--- config.mk ---
export PLATFORM = sky130hd
export DESIGN_NAME = fp16_operand_entry
export DESIGN_NICKNAME = d
export VERILOG_FILES = /design/src/rtl/fp16_operand_entry.sv
export SDC_FILE = /design/constraint.sdc
export NUM_CORES = 1
export LEC_CHECK = 0
export ABC_AREA = 1
export BUFFER_PORTS_ARGS = -buffer_cell sky130_fd_sc_hd__buf_2
export CAP_MARGIN = 15
export CORE_MARGIN = 2
export CORE_UTILIZATION = 50
export DETAILED_ROUTE_END_ITERATION = 10
export GPL_TIMING_DRIVEN = 0
export PLACE_DENSITY = 0.77
export SYNTH_ARGS = -nofsm -noshare
export SYNTH_HDL_FRONTEND = slang
export SYNTH_SLANG_ARGS = --single-unit
--- constraint.sdc ---
create_clock -name clock -period 3.2 [get_ports clock]
set_clock_uncertainty 0.1 [all_clocks]
set_input_delay 0.16 -clock clock [delete_from_list [all_inputs] [get_ports clock]]
set_output_delay 0.16 -clock clock [all_outputs]
set_load 0.02 [all_outputs]
--- src/rtl/fp16_operand_entry.sv ---
// -----------------------------------------------------------------------------
// fp16_operand_entry
//
// Builds two 16-bit (IEEE-754 binary16) operands one hex nibble at a time from
// four slide switches and two active-low pushbuttons, then hands them to the
// downstream multiplier / display path.
//
// Ports:
//   clock          system clock (50 MHz on the board)
//   reset_n        asynchronous active-low reset, synchronous release
//   key_next_n     pushbutton (active-low, asynchronous): write sw_nibble
//   key_enter_n    pushbutton (active-low, asynchronous): commit operand
//   sw_nibble      hex digit to write into the working word
//   num_1, num_2   committed operands A and B
//   operands_valid one-cycle strobe, aligned with the first cycle num_2 shows
//                  its newly committed value
//   operands_ready level, high while both operands are complete (DONE)
//   entry_word     working word currently being edited (live display)
//   entry_sel      0 = editing A, 1 = editing B
//   nibble_idx     next nibble to write, 0 = bits[15:12] .. 3 = bits[3:0]
//
// Operand bits are opaque: NaN/Inf/denormal patterns pass through untouched.
// -----------------------------------------------------------------------------
module fp16_operand_entry #(
    parameter int unsigned DEBOUNCE_CYCLES = 500000,
    parameter int unsigned CNT_W           = 19
) (
    input  logic        clock,
    input  logic        reset_n,
    input  logic        key_next_n,
    input  logic        key_enter_n,
    input  logic [3:0]  sw_nibble,
    output logic [15:0] num_1,
    output logic [15:0] num_2,
    output logic        operands_valid,
    output logic        operands_ready,
    output logic [15:0] entry_word,
    output logic        entry_sel,
    output logic [1:0]  nibble_idx
);

    localparam logic [CNT_W-1:0] CNT_LAST = CNT_W'(DEBOUNCE_CYCLES - 1);
    localparam logic [CNT_W-1:0] CNT_ZERO = {CNT_W{1'b0}};
    localparam logic [CNT_W-1:0] CNT_ONE  = {{(CNT_W-1){1'b0}}, 1'b1};

    // Key index 0 = next, 1 = enter.
    localparam int unsigned K_NEXT  = 0;
    localparam int unsigned K_ENTER = 1;

    typedef enum logic [1:0] {
        ST_ENTER_A = 2'd0,
        ST_ENTER_B = 2'd1,
        ST_DONE    = 2'd2
    } state_t;

    // Replace the nibble selected by idx (0 = most significant) with nib.
    function automatic logic [15:0] put_nibble(input logic [15:0] word,
                                               input logic [1:0]  idx,
                                               input logic [3:0]  nib);
        logic [15:0] w;
        w = word;
        case (idx)
            2'd0:    w[15:12] = nib;
            2'd1:    w[11:8]  = nib;
            2'd2:    w[7:4]   = nib;
            2'd3:    w[3:0]   = nib;
            default: w        = word;
        endcase
        return w;
    endfunction

    // ------------------------------------------------------------------
    // Key conditioning: synchronizer, debounce, press-event pulse
    // ------------------------------------------------------------------
    logic [1:0]       sync1_q, sync2_q;
    logic [1:0]       deb_q, deb_d;
    logic [CNT_W-1:0] cnt_q [2];
    logic [CNT_W-1:0] cnt_d [2];
    // armed_q: the key has been seen released since reset; a key held through
    // reset must be released before its next press can produce an event.
    logic [1:0]       armed_q, armed_d;
    logic [1:0]       fall_q, fall_d;
    logic [1:0]       evt_q;

    // Debounce next-state: a level change is accepted only after
    // DEBOUNCE_CYCLES consecutive differing samples; any agreeing sample
    // restarts the count.
    always_comb begin
        for (int k = 0; k < 2; k++) begin
            deb_d[k] = deb_q[k];
            cnt_d[k] = cnt_q[k];
            if (sync2_q[k] == deb_q[k]) begin
                cnt_d[k] = CNT_ZERO;
            end else if (cnt_q[k] == CNT_LAST) begin
                deb_d[k] = sync2_q[k];
                cnt_d[k] = CNT_ZERO;
            end else begin
                cnt_d[k] = cnt_q[k] + CNT_ONE;
            end
        end
        armed_d = armed_q | (sync2_q & deb_q);
        fall_d  = armed_q & deb_q & ~deb_d;
    end

    // Key pipeline registers. Synchronizers reset to "pressed" so a key held
    // across reset is never mistaken for a released one.
    always_ff @(posedge clock or negedge reset_n) begin
        if (!reset_n) begin
            sync1_q <= 2'b00;
            sync2_q <= 2'b00;
            deb_q   <= 2'b11;
            armed_q <= 2'b00;
            fall_q  <= 2'b00;
            evt_q   <= 2'b00;
            for (int k = 0; k < 2; k++) begin
                cnt_q[k] <= CNT_ZERO;
            end
        end else begin
            sync1_q <= {key_enter_n, key_next_n};
            sync2_q <= sync1_q;
            deb_q   <= deb_d;
            armed_q <= armed_d;
            fall_q  <= fall_d;
            // Event is high the cycle after the debounced level falls.
            evt_q   <= fall_q;
            for (int k = 0; k < 2; k++) begin
                cnt_q[k] <= cnt_d[k];
            end
        end
    end

    logic evt_next_s, evt_enter_s;
    assign evt_next_s  = evt_q[K_NEXT];
    assign evt_enter_s = evt_q[K_ENTER];

    // ------------------------------------------------------------------
    // Entry FSM
    // ------------------------------------------------------------------
    state_t state_q, state_d;

    // State register.
    always_ff @(posedge clock or negedge reset_n) begin
        if (!reset_n) begin
            state_q <= ST_ENTER_A;
        end else begin
            state_q <= state_d;
        end
    end

    // Next-state logic: only the enter event moves the FSM.
    always_comb begin
        state_d = state_q;
        case (state_q)
            ST_ENTER_A: begin
                if (evt_enter_s) state_d = ST_ENTER_B;
                else             state_d = ST_ENTER_A;
            end
            ST_ENTER_B: begin
                if (evt_enter_s) state_d = ST_DONE;
                else             state_d = ST_ENTER_B;
            end
            ST_DONE: begin
                if (evt_enter_s) state_d = ST_ENTER_A;
                else             state_d = ST_DONE;
            end
            default: state_d = ST_ENTER_A;
        endcase
    end

    logic [15:0] num_1_q, num_1_d;
    logic [15:0] num_2_q, num_2_d;
    logic [15:0] word_q,  word_d;
    logic [1:0]  idx_q,   idx_d;
    logic        valid_q, valid_d;
    logic        ready_q, ready_d;
    logic        sel_q,   sel_d;

    // Output / datapath logic. Enter wins over a coincident next event.
    always_comb begin
        num_1_d = num_1_q;
        num_2_d = num_2_q;
        word_d  = word_q;
        idx_d   = idx_q;
        valid_d = 1'b0;
        case (state_q)
            ST_ENTER_A, ST_ENTER_B: begin
                if (evt_enter_s) begin
                    if (state_q == ST_ENTER_A) begin
                        num_1_d = word_q;
                    end else begin
                        num_2_d = word_q;
                        valid_d = 1'b1;
                    end
                    word_d = 16'h0000;
                    idx_d  = 2'd0;
                end else if (evt_next_s) begin
                    word_d = put_nibble(word_q, idx_q, sw_nibble);
                    idx_d  = idx_q + 2'd1;   // wraps 3 -> 0
                end else begin
                    word_d = word_q;
                end
            end
            ST_DONE: begin
                word_d = word_q;             // next events ignored
            end
            default: begin
                word_d = 16'h0000;
                idx_d  = 2'd0;
            end
        endcase
        ready_d = (state_d == ST_DONE);
        sel_d   = (state_d == ST_ENTER_B);
    end

    // Registered outputs, aligned with the state register.
    always_ff @(posedge clock or negedge reset_n) begin
        if (!reset_n) begin
            num_1_q <= 16'h0000;
            num_2_q <= 16'h0000;
            word_q  <= 16'h0000;
            idx_q   <= 2'd0;
            valid_q <= 1'b0;
            ready_q <= 1'b0;
            sel_q   <= 1'b0;
        end else begin
            num_1_q <= num_1_d;
            num_2_q <= num_2_d;
            word_q  <= word_d;
            idx_q   <= idx_d;
            valid_q <= valid_d;
            ready_q <= ready_d;
            sel_q   <= sel_d;
        end
    end

    assign num_1          = num_1_q;
    assign num_2          = num_2_q;
    assign entry_word     = word_q;
    assign nibble_idx     = idx_q;
    assign operands_valid = valid_q;
    assign operands_ready = ready_q;
    assign entry_sel      = sel_q;

endmodule

==> summary.md <==
| Metric | Value |
|---|---|
| Status | finished clean |
| HP Class | in2reg |
| GP Congestion | 0.890 |
| Diodes inserted | 0 |
| Synth Area in Simple Gates | 25.1% |
| Synth Area in Compound Gates | 8.03% |
| Vias in the first global route | 3,504 |
| Initial drt markers | 157 |
| Clk slew on worst S/H paths | 120 ps |
| Post-route cell area | 5410 sq um |
| Power Density | 412 nW/um^2 |
| Routing usage on met1 | 26.7% |
| Worst-Skew Late Latency | 370 ps |
| Post-synth net total | 552 |
| Main combinational cell family by area after synthesis | simple AND/OR/NAND/NOR gates |
| Fmax | 0.595 GHz |
| Most common cell in the netlist | nand2_1 |
| Vias | 3,695 |
| DR DRC count | 0 |
| Root Buffer | clkbuf_8 |
| Ranking of synthesized cells by area | dfrtp_1, nand2_1, nor2_1 |
| Syn-to-layout area delta | 15.0% |
| Largest net degree at the start of global routing | 58 |
| Post-synth top cells | nand2_1, dfrtp_1, nor2_1 |
| Final wirelength | 9.34 mm |
| Storage cell area | 2630 sq um |
| DRT antenna net count | 0 |
| Critical Path AT | 1860 ps |
| EDFF count, synth | 0 |
| Postcts setup bufs | 0 |
| Final worst slack | 1520 ps |
| Setup CP Type | reg2reg |
| Via density | 5.08 |
| Clock network fraction of design power | 37.1% |
| Final hold vios | 0 |
| Synthesized flop and latch total | 105 |
| Number of I/O port buffers | 60 |
| CTS Buf Count | 9 |
| Final setup TNS | 0 ps |
| R2R cell count | 3 |
| RSZ-0062 raised after global routing | no |
| Final number of setup-violating endpoints | 0 |
| Initial antenna violation count | 0 |
| Synth Area in XOR/XNOR | 3.16% |
| Hold Buf Count CTS | 3 |
| Max incr delay on CP | 470 ps |
| Placed Area | 5180 sq um |
| Yosys cell types | 31 |
| Cell taking the most area after synthesis | dfrtp_1 |
| Sw frac | 25.3% |
| Syn Area/Cell | 8.78 sq um |
| Area of the mapped netlist | 4710 sq um |
| Multi-input gate area | 1810 sq um |
| GR peak layer | met2 |
| Final core occ | 58.9% |
| CP Cell Sequence | ha_1, clkinv_1, nor3_1 |
| Met3 Usage GRT | 2.91% |
| Synth Area in Adders | 2.13% |
| CTS H-tree lvls | 3 |
| Asr flop ratio synth | 100% |
| Post-layout minimum cycle time | 1680 ps |
| Fill count | 807 |
| All-Layer GR Usage | 19.8% |
| TritonCTS sink count | 105 |
| Logic pwr share | 2.8% |
| Congestion Overflow GR | 0 |
| FP Rows | 35 |
| CP Launch Type | flip-flop |
| Post-DP HPWL | 6.92 mm |
| Ports | 61 |
| Cell leakage power | 0.00273 uW |
| Yosys warns | 0 |
| Crit share post-route | 52.6% |
| Clk buf depth | 2 |
| Die H | 101 microns |
| CTS tree | built |
| Multiplexer share of the synthesized area | 0% |
| RR Startpoint | sync2_q[0]$_DFF_PN0_ |
| Pre-CTS setup slack | 1570 ps |
| Internal | 1670 uW |
| Critical path peak fanout | 9 |
| Nets | 627 |
| Layout cell share with drive strength beyond 1 | 19.2% |
| Post-CTS sizing | 0 |
| Post-synth top area share | 54.7% |
| Max Slew Vio Count | 0 |
| Worst Setup EP | cnt_q[21]$_DFF_PN0_ |
| Die footprint | 10,200 sq um |
| CP required | 3380 ps |
| Setup crit start | sync2_q[0]$_DFF_PN0_ |
| CP Capture Type | flip-flop |
| Hold Path Origin | sw_nibble[3] |
| Sw power | 564 uW |
| WL/cell | 12.9 microns |
| Main synth FF type | dfrtp_1 |
| Register-to-register setup slack | 1520 ps |
| Register share of total power | 60.1% |
| Core box area | 9200 sq um |
| Seq/Total Area, Yosys | 55.9% |
| FF-to-FF End | cnt_q[21]$_DFF_PN0_ |
| Worst Tran Pin Value | 616 ps |
| Worst IR Drop VDD | 0.274 mV |
| Post-synthesis cell count | 536 |
| Max-cap viol count | 0 |
| First-pass GRT wire length | 16.1 mm |
| CP max-delay cell | ha_1 |
| Initial Util | 51.2% |
| Drt pass-1 iters | 4 |
| Die Wd | 101 microns |
| Relative slew slack | 59.0% |
| Grt met2 use | 32.3% |
## registers in the layout, indices dropped and copies added, names as in the netlist, 16 cells and up
signal      count
entry_word     16
num_2          16
num_1          16
cnt_q          38
## critical path, delay by kind of cell, from the launching register on
kind	cells	cell delay, ps
simple gates	1	260
fa+ha+maj	1	470
flops	1	430
buf+inv	1	330
## power groups by stage
| stage | clock network, uW | registers, uW | logic (uW) |
|---|---|---|---|
| after CTS | 848 | 1340 | 65.9 |
| after global routing | 903 | 1340 | 74.0 |
| final | 828 | 1340 | 62.9 |
| after detailed placement | 0 | 1370 | 62.8 |
| after floorplan | 0 | 1370 | 20.4 |
| after global placement | 0 | 1370 | 56.8 |
## cell type report
class	count	share of cell area (%)
clock buffer	9	2.29
sequential	105	48.6
timing repair buffer	64	6.66
tap	111	2.57
buffer	6	0.508
clock inverter	7	1.53
multi-input combinational	360	33.4
inverter	65	4.51
## cells by family (layout without fill, tap and decap cells)
logic type	after synthesis	after routing
AO/OA/AOI/OAI	72	72
flip-flops	105	105
AND/OR/NAND/NOR	263	263
adder cells (fa/ha/maj)	8	8
buffers and inverters	71	151
XOR/XNOR	17	17
## cells in the final DEF, fill, tap and decap left out, drive strengths merged, types with 11 or more instances in the layout
master and count:
nor2 94, nand3 30, nand2 122, xor2 11, buf 65, inv 67
clkbuf 11, o21ai 63, dfrtp 103
## through the flow
stage / total power [uW] / std cells / hold WS (ps)
after floorplan: 1390 / 536 / -236
after global placement: 1420 / 707 / 170
after detailed placement: 1430 / 708 / 113
after CTS: 2250 / 727 / 42.3
after global routing: 2320 / 727 / 72.2
final: 2230 / 727 / 61.0
## routing by layer
layer / vias to the layer above / wire length [microns]
met3: 12 / 396
met1: 1750 / 4300
met5: - / 0
met2: 98 / 4500
li1: 1835 / -
met4: 0 / 146
## worst min-delay path by stage
stage                                            end  slack [ps]  depth (start not counted)
after CTS                 entry_word[11]$_DFFE_PN0P_          40                          3
after floorplan                 armed_q[0]$_DFF_PN0_        -240                          0
final                     entry_word[11]$_DFFE_PN0P_          60                          3
after global placement          sync1_q[1]$_DFF_PN0_         170                          1
after detailed placement        num_2[5]$_DFFE_PN0P_         110                          1
after global routing      entry_word[10]$_DFFE_PN0P_          70                          3
No activity file was read; power rests on OpenSTA's default activity.
